[config.mk]
export PLATFORM = sky130hd
export DESIGN_NAME = instr_compressor_flat
export DESIGN_NICKNAME = d
export VERILOG_FILES = /design/src/rtl/compress_pkg.sv /design/src/rtl/instr_compressor_if.sv /design/src/rtl/token_cam.sv /design/src/rtl/instr_compressor.sv /design/src/flat_wrapper.sv
export SDC_FILE = /design/constraint.sdc
export NUM_CORES = 2
export LEC_CHECK = 0
export ABC_AREA = 1
export CAP_MARGIN = 40
export CORE_UTILIZATION = 55
export CTS_BUF_LIST = sky130_fd_sc_hd__clkbuf_4 sky130_fd_sc_hd__clkbuf_8 sky130_fd_sc_hd__clkbuf_16
export DETAILED_ROUTE_END_ITERATION = 10
export DONT_BUFFER_PORTS = 1
export GPL_TIMING_DRIVEN = 0
export MAX_ROUTING_LAYER = met4
export PLACE_DENSITY = 0.73
export SYNTH_ARGS = -nofsm -noshare
export SYNTH_HDL_FRONTEND = slang
export SYNTH_HIERARCHICAL = 1
export SYNTH_SLANG_ARGS = --single-unit
[constraint.sdc]
create_clock -name clk -period 22.8 [get_ports clk]
set_clock_uncertainty 0.15 [all_clocks]
set_input_delay 4.56 -clock clk [delete_from_list [all_inputs] [get_ports clk]]
set_output_delay 4.56 -clock clk [all_outputs]
set_load 0.01 [all_outputs]
[src/rtl/compress_pkg.sv]
// Shared types and constants for the token-table instruction compressor.
// Imported by the CAM, the handshake interface and the packer top.
package compress_pkg;
  localparam int DATA_WIDTH = 32;
  localparam int TOKEN_BITS = 4;
  localparam int NUM_TOKENS = 2**TOKEN_BITS - 1;
  localparam int CNT_WIDTH  = 16;
  localparam int MISS_BITS  = TOKEN_BITS + DATA_WIDTH;
  localparam int ACC_WIDTH  = 2 * DATA_WIDTH;
  localparam int FILL_WIDTH = $clog2(ACC_WIDTH + 1);

  typedef logic [TOKEN_BITS-1:0] token_idx_t;
  typedef logic [DATA_WIDTH-1:0] instr_t;
  typedef logic [CNT_WIDTH-1:0]  cnt_t;
  typedef logic [ACC_WIDTH-1:0]  acc_t;
  typedef logic [FILL_WIDTH-1:0] fill_t;

  localparam token_idx_t ESCAPE = '1;

  typedef enum logic [1:0] {
    IDLE,
    ACCUM,
    EMIT,
    FLUSH
  } state_e;
endpackage

[src/rtl/instr_compressor_if.sv]
// Bundle of table-load, input-stream, output-stream and status signals
// between the compressor and its producer/consumer.
interface instr_compressor_if;
  import compress_pkg::*;

  logic       tbl_we;
  token_idx_t tbl_addr;
  instr_t     tbl_data;
  logic       in_valid;
  logic       in_ready;
  instr_t     in_data;
  logic       flush;
  logic       out_valid;
  logic       out_ready;
  instr_t     out_data;
  logic       out_last;
  logic       busy;
  cnt_t       hit_count;
  cnt_t       miss_count;

  modport master (
    output tbl_we, tbl_addr, tbl_data,
    output in_valid, in_data, flush,
    output out_ready,
    input  in_ready, out_valid, out_data,
    input  out_last, busy, hit_count, miss_count
  );

  modport slave (
    input  tbl_we, tbl_addr, tbl_data,
    input  in_valid, in_data, flush,
    input  out_ready,
    output in_ready, out_valid, out_data,
    output out_last, busy, hit_count, miss_count
  );
endinterface

[src/rtl/token_cam.sv]
// Token table: registered entries with a write port and a parallel
// lookup whose priority encoder favours the lowest matching index.
module token_cam
  import compress_pkg::*;
(
  input  logic       clk,
  input  logic       reset,
  input  logic       we,
  input  token_idx_t waddr,
  input  instr_t     wdata,
  input  instr_t     key,
  output logic       hit,
  output token_idx_t idx
);

  instr_t                data_q [NUM_TOKENS];
  instr_t                data_d [NUM_TOKENS];
  logic [NUM_TOKENS-1:0] vld_q;
  logic [NUM_TOKENS-1:0] vld_d;

  // No entry exists at ESCAPE, so writes there fall through untouched.
  always_comb begin
    data_d = data_q;
    vld_d  = vld_q;
    for (int i = 0; i < NUM_TOKENS; i++) begin
      if (we && waddr == token_idx_t'(i)) begin
        data_d[i] = wdata;
        vld_d[i]  = 1'b1;
      end
    end
  end

  always_ff @(posedge clk or posedge reset) begin
    if (reset) begin
      data_q <= '{default: '0};
      vld_q  <= '0;
    end else begin
      data_q <= data_d;
      vld_q  <= vld_d;
    end
  end

  always_comb begin
    hit = 1'b0;
    idx = ESCAPE;
    for (int i = NUM_TOKENS - 1; i >= 0; i--) begin
      if (vld_q[i] && data_q[i] == key) begin
        hit = 1'b1;
        idx = token_idx_t'(i);
      end
    end
  end

endmodule

[src/rtl/instr_compressor.sv]
// Streaming instruction compressor: token hits become 4-bit codes, misses
// become ESCAPE plus the raw word, packed MSB-first into 32-bit words.
module instr_compressor
  import compress_pkg::*;
(
  input logic               clk,
  input logic               reset,
  instr_compressor_if.slave bus
);

  localparam fill_t WORD = fill_t'(DATA_WIDTH);
  localparam int    PAD  = ACC_WIDTH - MISS_BITS;

  acc_t   acc_q, acc_d;
  fill_t  fill_q, fill_d;
  logic   flush_pend_q, flush_pend_d;
  logic   out_valid_q, out_valid_d;
  logic   out_last_q, out_last_d;
  instr_t out_data_q, out_data_d;
  cnt_t   hit_q, hit_d;
  cnt_t   miss_q, miss_d;
  state_e state_q, state_d;

  logic       hit;
  token_idx_t idx;
  logic       in_fire;
  logic       out_fire;
  acc_t       code;

  token_cam u_cam (
    .clk   (clk),
    .reset (reset),
    .we    (bus.tbl_we),
    .waddr (bus.tbl_addr),
    .wdata (bus.tbl_data),
    .key   (bus.in_data),
    .hit   (hit),
    .idx   (idx)
  );

  assign bus.in_ready   = (state_q == IDLE) || (state_q == ACCUM);
  assign bus.out_valid  = out_valid_q;
  assign bus.out_last   = out_last_q;
  assign bus.out_data   = out_data_q;
  assign bus.busy       = (state_q != IDLE);
  assign bus.hit_count  = hit_q;
  assign bus.miss_count = miss_q;

  assign in_fire  = bus.in_valid && bus.in_ready;
  assign out_fire = out_valid_q && bus.out_ready;

  always_comb begin
    acc_d        = acc_q;
    fill_d       = fill_q;
    flush_pend_d = flush_pend_q;
    hit_d        = hit_q;
    miss_d       = miss_q;
    code = hit ? {idx, {(ACC_WIDTH-TOKEN_BITS){1'b0}}}
               : {ESCAPE, bus.in_data, {PAD{1'b0}}};

    // Pop before append; a short final word also ends the flush.
    if (out_fire) begin
      acc_d = acc_q << DATA_WIDTH;
      if (fill_q > WORD) begin
        fill_d = fill_q - WORD;
      end else begin
        fill_d       = '0;
        flush_pend_d = 1'b0;
      end
    end

    if (in_fire) begin
      acc_d  = acc_d | (code >> fill_d);
      fill_d = fill_d + (hit ? fill_t'(TOKEN_BITS)
                             : fill_t'(MISS_BITS));
      if (hit && hit_q != '1) begin
        hit_d = hit_q + cnt_t'(1);
      end
      if (!hit && miss_q != '1) begin
        miss_d = miss_q + cnt_t'(1);
      end
    end

    if (bus.flush && !flush_pend_q && fill_d != '0) begin
      flush_pend_d = 1'b1;
    end

    out_valid_d = (fill_d >= WORD) ||
                  (flush_pend_d && fill_d != '0);
    out_last_d  = flush_pend_d && fill_d != '0 &&
                  fill_d <= WORD;
    out_data_d  = acc_d[ACC_WIDTH-1 -: DATA_WIDTH];

    state_d = IDLE;
    unique case (1'b1)
      flush_pend_d:
        state_d = FLUSH;
      !flush_pend_d && fill_d >= WORD:
        state_d = EMIT;
      !flush_pend_d && fill_d != '0 && fill_d < WORD:
        state_d = ACCUM;
      default:
        state_d = IDLE;
    endcase
  end

  always_ff @(posedge clk or posedge reset) begin
    if (reset) begin
      acc_q        <= '0;
      fill_q       <= '0;
      flush_pend_q <= 1'b0;
      out_valid_q  <= 1'b0;
      out_last_q   <= 1'b0;
      out_data_q   <= '0;
      hit_q        <= '0;
      miss_q       <= '0;
      state_q      <= IDLE;
    end else begin
      acc_q        <= acc_d;
      fill_q       <= fill_d;
      flush_pend_q <= flush_pend_d;
      out_valid_q  <= out_valid_d;
      out_last_q   <= out_last_d;
      out_data_q   <= out_data_d;
      hit_q        <= hit_d;
      miss_q       <= miss_d;
      state_q      <= state_d;
    end
  end

endmodule

[src/flat_wrapper.sv]
// flat-port wrapper written by rule: the top's interface ports become plain ports
module instr_compressor_flat import compress_pkg::*;
  (clk, reset, bus_tbl_we, bus_tbl_addr, bus_tbl_data, bus_in_valid, bus_in_data, bus_flush, bus_out_ready, bus_in_ready, bus_out_valid, bus_out_data, bus_out_last, bus_busy, bus_hit_count, bus_miss_count);
  instr_compressor_if bus_i ();
  input logic clk;
  input logic reset;
  input wire logic [$bits(bus_i.tbl_we)-1:0] bus_tbl_we;
  input wire logic [$bits(bus_i.tbl_addr)-1:0] bus_tbl_addr;
  input wire logic [$bits(bus_i.tbl_data)-1:0] bus_tbl_data;
  input wire logic [$bits(bus_i.in_valid)-1:0] bus_in_valid;
  input wire logic [$bits(bus_i.in_data)-1:0] bus_in_data;
  input wire logic [$bits(bus_i.flush)-1:0] bus_flush;
  input wire logic [$bits(bus_i.out_ready)-1:0] bus_out_ready;
  output wire logic [$bits(bus_i.in_ready)-1:0] bus_in_ready;
  output wire logic [$bits(bus_i.out_valid)-1:0] bus_out_valid;
  output wire logic [$bits(bus_i.out_data)-1:0] bus_out_data;
  output wire logic [$bits(bus_i.out_last)-1:0] bus_out_last;
  output wire logic [$bits(bus_i.busy)-1:0] bus_busy;
  output wire logic [$bits(bus_i.hit_count)-1:0] bus_hit_count;
  output wire logic [$bits(bus_i.miss_count)-1:0] bus_miss_count;
  assign bus_i.tbl_we = bus_tbl_we;
  assign bus_i.tbl_addr = bus_tbl_addr;
  assign bus_i.tbl_data = bus_tbl_data;
  assign bus_i.in_valid = bus_in_valid;
  assign bus_i.in_data = bus_in_data;
  assign bus_i.flush = bus_flush;
  assign bus_i.out_ready = bus_out_ready;
  assign bus_in_ready = bus_i.in_ready;
  assign bus_out_valid = bus_i.out_valid;
  assign bus_out_data = bus_i.out_data;
  assign bus_out_last = bus_i.out_last;
  assign bus_busy = bus_i.busy;
  assign bus_hit_count = bus_i.hit_count;
  assign bus_miss_count = bus_i.miss_count;
  instr_compressor u_core (.clk(clk), .reset(reset), .bus(bus_i));
endmodule
## Word level (Yosys, flattened, before mapping)

Cells that the tools add are included.

- Memories: 0
- Bits in writable memories: 0
- Word-level logic and storage cells: 174
- Input bits: 74
- Bits in read-only memories: 0
- Register bits: 635
- Bits in latches: 0
- Output and inout bits: 68

- Bitwise logic cells: 1
- $lt $le $gt $ge: 4
- Equal/unequal tests: 32
- Add/sub/neg operators: 4
- Div/mod/pow operators: 0
- Reductions and logical operators: 52
- Shifts and indexed selects: 1
- Muxes and demuxes: 41
- Multiply operators: 0

Operator list:

| operator | count |
|---|---|
| equality test 32 bit | 15 |
| two-way mux 64 bit | 3 |
| bitwise OR 64 bit | 1 |
| >> shifter 64 x 7 -> 64 bit | 1 |
| two-way mux 4 bit | 14 |
| logical AND 1 bit | 41 |
| adder 16 x 1 -> 16 bit (second input constant) | 2 |
| != test 16 bit (second input constant) | 2 |
| equality test 4 bit (second input constant) | 7 |
| two-way mux 7 bit | 3 |
| two-way mux 1 bit | 19 |
| equality test 4 x 3 -> 1 bit (second input constant) | 4 |
| equality test 4 x 2 -> 1 bit (second input constant) | 2 |
| adder 7 bit | 1 |
| >= comparator 7 x 6 -> 1 bit (second input constant) | 1 |
| > comparator 7 x 6 -> 1 bit (second input constant) | 1 |
| less-or-equal comparator 7 x 6 -> 1 bit (second input constant) | 1 |
| less-than comparator 7 x 6 -> 1 bit (second input constant) | 1 |
| nonzero test 7 bit | 1 |
| subtractor 7 x 6 -> 7 bit (second input constant) | 1 |
| two-way mux 6 bit | 1 |
| case mux 2 bit (3 select lines) | 1 |
| equality test 4 x 1 -> 1 bit (second input constant) | 1 |
| zero test 4 bit | 1 |
| other kinds (6) | 10 |

## Logic depth before layout (Yosys ltp)

- Word-level depth: 27
- Gate-level depth with buffers: 34
- Gate-level depth less buffers: 32

## Cells and area by module

Netlist, hierarchy kept.

Modules (own cells, without submodules):

| module | times used | sequential area each (sq um) | area each (sq um) | cells each |
|---|---|---|---|---|
| token_cam | 1 | 12386.9 | 24200.7 | 2919 |
| instr_compressor | 1 | 2702.6 | 7781.2 | 1172 |

## Worst setup path before layout

OpenSTA, ideal clock, no wires.

- Path kind: input -> register
- From: input bus_in_data[26]
- To: register u_core.state_q[1]
- Path buffers: 4
- Stages on the path: 21
- Library setup time: 131 ps
- Data arrival time: 7399 ps
- Path slack: 15119 ps
- Data required time: 22519 ps
- Path through: buf_2 -> buf_4 -> or2_0 -> a221oi_1 -> nand4_1 -> nor3_2 -> nor2_1 -> nand2_1 -> nor2_1 -> nand2_1 -> inv_1 -> buf_2 -> buf_2 -> ha_1 -> nand4_1 -> a21oi_1 -> xor2_1 -> nor2_1 -> nand2_1 -> nand2_1 -> nand3_1

- Word-level cells in the longest chain between the ends: 27
- Elaborated cells between the ends (all ways): 58
- Classes of those cells: 1 x add/sub; 2 x order compare; 15 x eq/ne; 19 x mux; 21 x reduce/logical

RTL lines:

| item | line | source |
|---|---|---|
| start, declared | flat_wrapper.sv:11 | `input wire logic [$bits(bus_i.in_data)-1:0] bus_in_data;` |
| equality test 32 bit | token_cam.sv:47 | `if (vld_q[i] && data_q[i] == key) begin` |
| logical AND 1 bit | token_cam.sv:47 |  |
| two-way mux 1 bit (14 in series) | token_cam.sv:47 |  |
| two-way mux 1 bit (*) | token_cam.sv:47 |  |
| via u_core.hit | instr_compressor.sv:24 | `logic hit;` |
| two-way mux 6 bit (*) | instr_compressor.sv:74 | `fill_d = fill_d + (hit ? fill_t'(TOKEN_BITS)` |
| adder 7 bit (*) | instr_compressor.sv:74 |  |
| two-way mux 7 bit (*) | instr_compressor.sv:72 | `if (in_fire) begin` |
| via u_core.fill_d[6] | instr_compressor.sv:15 | `fill_t fill_q, fill_d;` |
| branches (longest 6 deep; another with less-than comparator 7 x 6 -> 1 bit) | n/a |  |
| case mux 2 bit (3 select lines) (*) | instr_compressor.sv:95 | `unique case (1'b1)` |
| via u_core.state_d[1] | instr_compressor.sv:22 | `state_e state_q, state_d;` |
| end signal, assigned | instr_compressor.sv:127 | `state_q <= state_d;` |
| end, declared | instr_compressor.sv:22 |  |

Mark *: on every way through the listed nets, which the timed path passes.
A chain may end at the register's enable or synchronous reset.

## Worst setup path after layout

Ends and elaborated chain as after synthesis.

==> out/results.txt <==
Post-CTS Setup Bufs = 0
IO Port Bufs = 0
VDD IR max = 0.0000749 V
pin count of the biggest net entering global routing = 117
pwr dens = 101 nW/um^2
worst hold path type = register to register
Leak Pwr = 17.1 nW
first-pass GRT wire length = 192000 um
CP required = 23.13 ns
chip height = 243 um
status = finished, final reports clean
Placed Instance Area = 33500 sq um
antenna violations before repair = 9
DR iter-0 viols = 5044
I/O pin total = 142
share of cells above drive strength 1 = 8.55%
gr usage total = 45.8%
Netlist cell types = 58
HPWL Detailed = 93900 um
Clock Sinks = 603
Max clock buf depth = 3
PostCTS Resize Cnt = 0
Clock Pin Slew Worst Setup and Hold Paths = 0.07 ns
Final Cell Area = 35800 sq um
RSZ-0062 raised after global routing = no
most common cell after layout, fill and taps aside = nand2_1
CTS tree = done
area delta synth->final = 12.0%
Post-Syn Nets = 4168
Syn. warnings = 6
vias per cell = 6.28
Yosys reg bits = 603
remaining global-route overflow = 0
Layout Cells excl Fill = 5017
setup violators final = 0
synthesized area = 32000 sq um
Period minus WS final = 8.68 ns
average detailed-routed wire length per instance = 26.3 um
CTS Hold Bufs = 0
r2r setup slk = 18.60 ns
CP Capture Type = register
Die X = 243 um
clk_lat worst skew = 0.62 ns
crit start category = input pin
final hold violations = 0
ys async rst share = 100%
H-tree depth = 3
Slew Limit Fails = 0
Post-synth EDFFs = 0
part of the cycle the worst path needs = 38.1%
DR vias = 31500
num rows = 88
Core ar. = 57600 sq um
fill count = 5207
CP Class = input pin to register
Synth Instances = 4091
Post-DRT Antenna Nets = 0
worst slew pin tran = 0.925 ns
max cap viols = 0
DRC = 0
CTS root buf = clkbuf_16
nets = 4275
Synth Area per Inst = 7.82 sq um
WL final = 132000 um
Most used DFF post-synth = dfrtp_1
Fmax achieved = 115 MHz
router iterations before antenna repair = 9
Initial Utilization = 55.5%
vias in the first global route = 28700
commonest cells after routing, fill and taps aside = nand2_1 (1160), dfrtp_1 (603), o21ai_0 (582), nand3_1 (405), nor2_1 (233)
die area = 59100 sq um
DP Cell Count = 4893
Worst Path Arrival = 9.01 ns
placer's final routability congestion estimate = 1.04
CP max FO = 10
Slew headroom = 38.3%
Seq/Total Area, Yosys = 47.2%
clock buffer count from CTS = 67
## area by class of cell
cell class | count | area, sq um | area share [%]
Clock buffer | 97 | 2040 | 5.68
Clock inverter | 20 | 249 | 0.695
Inverter | 248 | 948 | 2.65
Sequential cell | 603 | 15100 | 42.1
Timing Repair Buffer | 38 | 577 | 1.61
Tap cell | 765 | 957 | 2.67
Multi-Input combinational cell | 2938 | 14300 | 40.0
Antenna cell | 6 | 15.0 | 0.0419
Buffer | 302 | 1610 | 4.49
## per-layer routing
layer / track usage [%] / wire, um / vias to the layer above
met2: 62.2 / 54100 / 2333
met5: - / 0 / -
met4: 28.1 / 9880 / 0
met3: 13.3 / 19100 / 545
met1: 60.2 / 49000 / 14900
li1: - / - / 13700
## worst paths after layout
kind,startpoint,endpoint,cells after the start
max,bus_in_data[26],u_core/state_q[1],21
min,u_core/u_cam/vld_q[13],u_core/u_cam/vld_q[13],2
max reg2reg,u_core/u_cam/data_q[244],u_core/state_q[1],19
min reg2reg,u_core/u_cam/vld_q[13],u_core/u_cam/vld_q[13],2
max in group asynchronous,reset,u_core/u_cam/data_q[237],3
min in group asynchronous,reset,u_core/u_cam/data_q[9],1
## cell usage after synthesis, types with 3 or more instances
cell type	number	share of area, %
nor2_4	3	0.11
inv_2	28	0.33
clkbuf_1	160	1.9
inv_1	216	2.5
o22ai_1	79	1.5
nand3b_1	3	0.070
nor3b_1	3	0.070
nand3_1	405	6.3
a22o_1	28	0.77
nor4_1	20	0.39
o21ai_0	582	9.1
xnor2_1	140	3.8
nor4b_1	3	0.082
buf_1	14	0.16
or2_2	18	0.35
or2_1	6	0.12
and3_1	4	0.078
buf_6	27	0.95
o211ai_1	5	0.12
nor2_2	3	0.059
ha_1	3	0.12
o2111ai_1	8	0.22
nand2_2	4	0.078
dfrtp_1	603	47
and2_1	3	0.059
o221ai_1	3	0.082
nor3_1	23	0.36
o21ai_1	26	0.41
xor2_1	46	1.3
a221oi_1	10	0.27
a211oi_1	17	0.40
nand2_1	1160	14
nand4_1	43	0.84
a21oi_1	28	0.44
nor2_1	233	2.7
inv_4	3	0.059
buf_4	55	1.3
buf_2	45	0.70
nand2_4	4	0.14
a221oi_2	3	0.14
## worst max-delay path, cell delays in order
cell and delay [ns]:
buf_2 0.49, buf_4 0.45, xnor2_1 0.21, nand4_1 0.16, nor4_1 0.46, nand4_1 0.37, and2_4 0.31, nand2_1 0.07
nor2_1 0.04, nand2_1 0.10, inv_1 0.06, buf_2 0.19, buf_2 0.22, ha_1 0.31, nand4_1 0.11, a21oi_1 0.18
xor2_1 0.13, nor2_1 0.26, nand2_1 0.11, nand2_1 0.10, nand3_1 0.08
## registers in the layout (all words and copies together), names as in the netlist
name and count:
u_core/acc_q 33, u_core/bus.miss_count 16, u_core/bus.out_valid 1, u_core/bus.hit_count 16
u_core/bus.out_last 1, u_core/bus.out_data 31, u_core/u_cam/vld_q 15, u_core/fill_q 7
u_core/u_cam/data_q 480, u_core/flush_pend_q 1, u_core/state_q 2
## logic make-up (layout without fill, tap and decap cells)
family,after synthesis,count (layout),share of synthesized area (%)
AND/OR/NAND/NOR,1948,1948,25.8
AO/OA/AOI/OAI,800,800,13.8
flip-flops,603,603,47.2
XOR/XNOR,186,186,5.09
other,0,6,0
adder cells (fa/ha/maj),3,3,0.117
multiplexers,1,1,0.0352
buffers and inverters,550,705,7.97
## report_power, final
group / switching, mW / internal (mW)
Sequential: 0.198 / 1.31
Clock: 0.461 / 0.669
Combinational: 0.625 / 0.358
## through the flow
step                      setup TNS, ns  power, mW  setup WS [ns]  hold slack [ns]  util (%)
after detailed placement              0       2.46          13.62            0.288      58.2
after floorplan                       0       2.15           4.27            0.272         -
after global placement          -538.02       2.43          -1.15            0.285      57.2
after global routing                  0       3.78          14.03            0.320      62.2
final                                 0       3.62          14.12            0.303      62.2
after CTS                             0       3.59          14.22            0.302      62.2
Note: power is estimated with default switching activity, not from simulation.
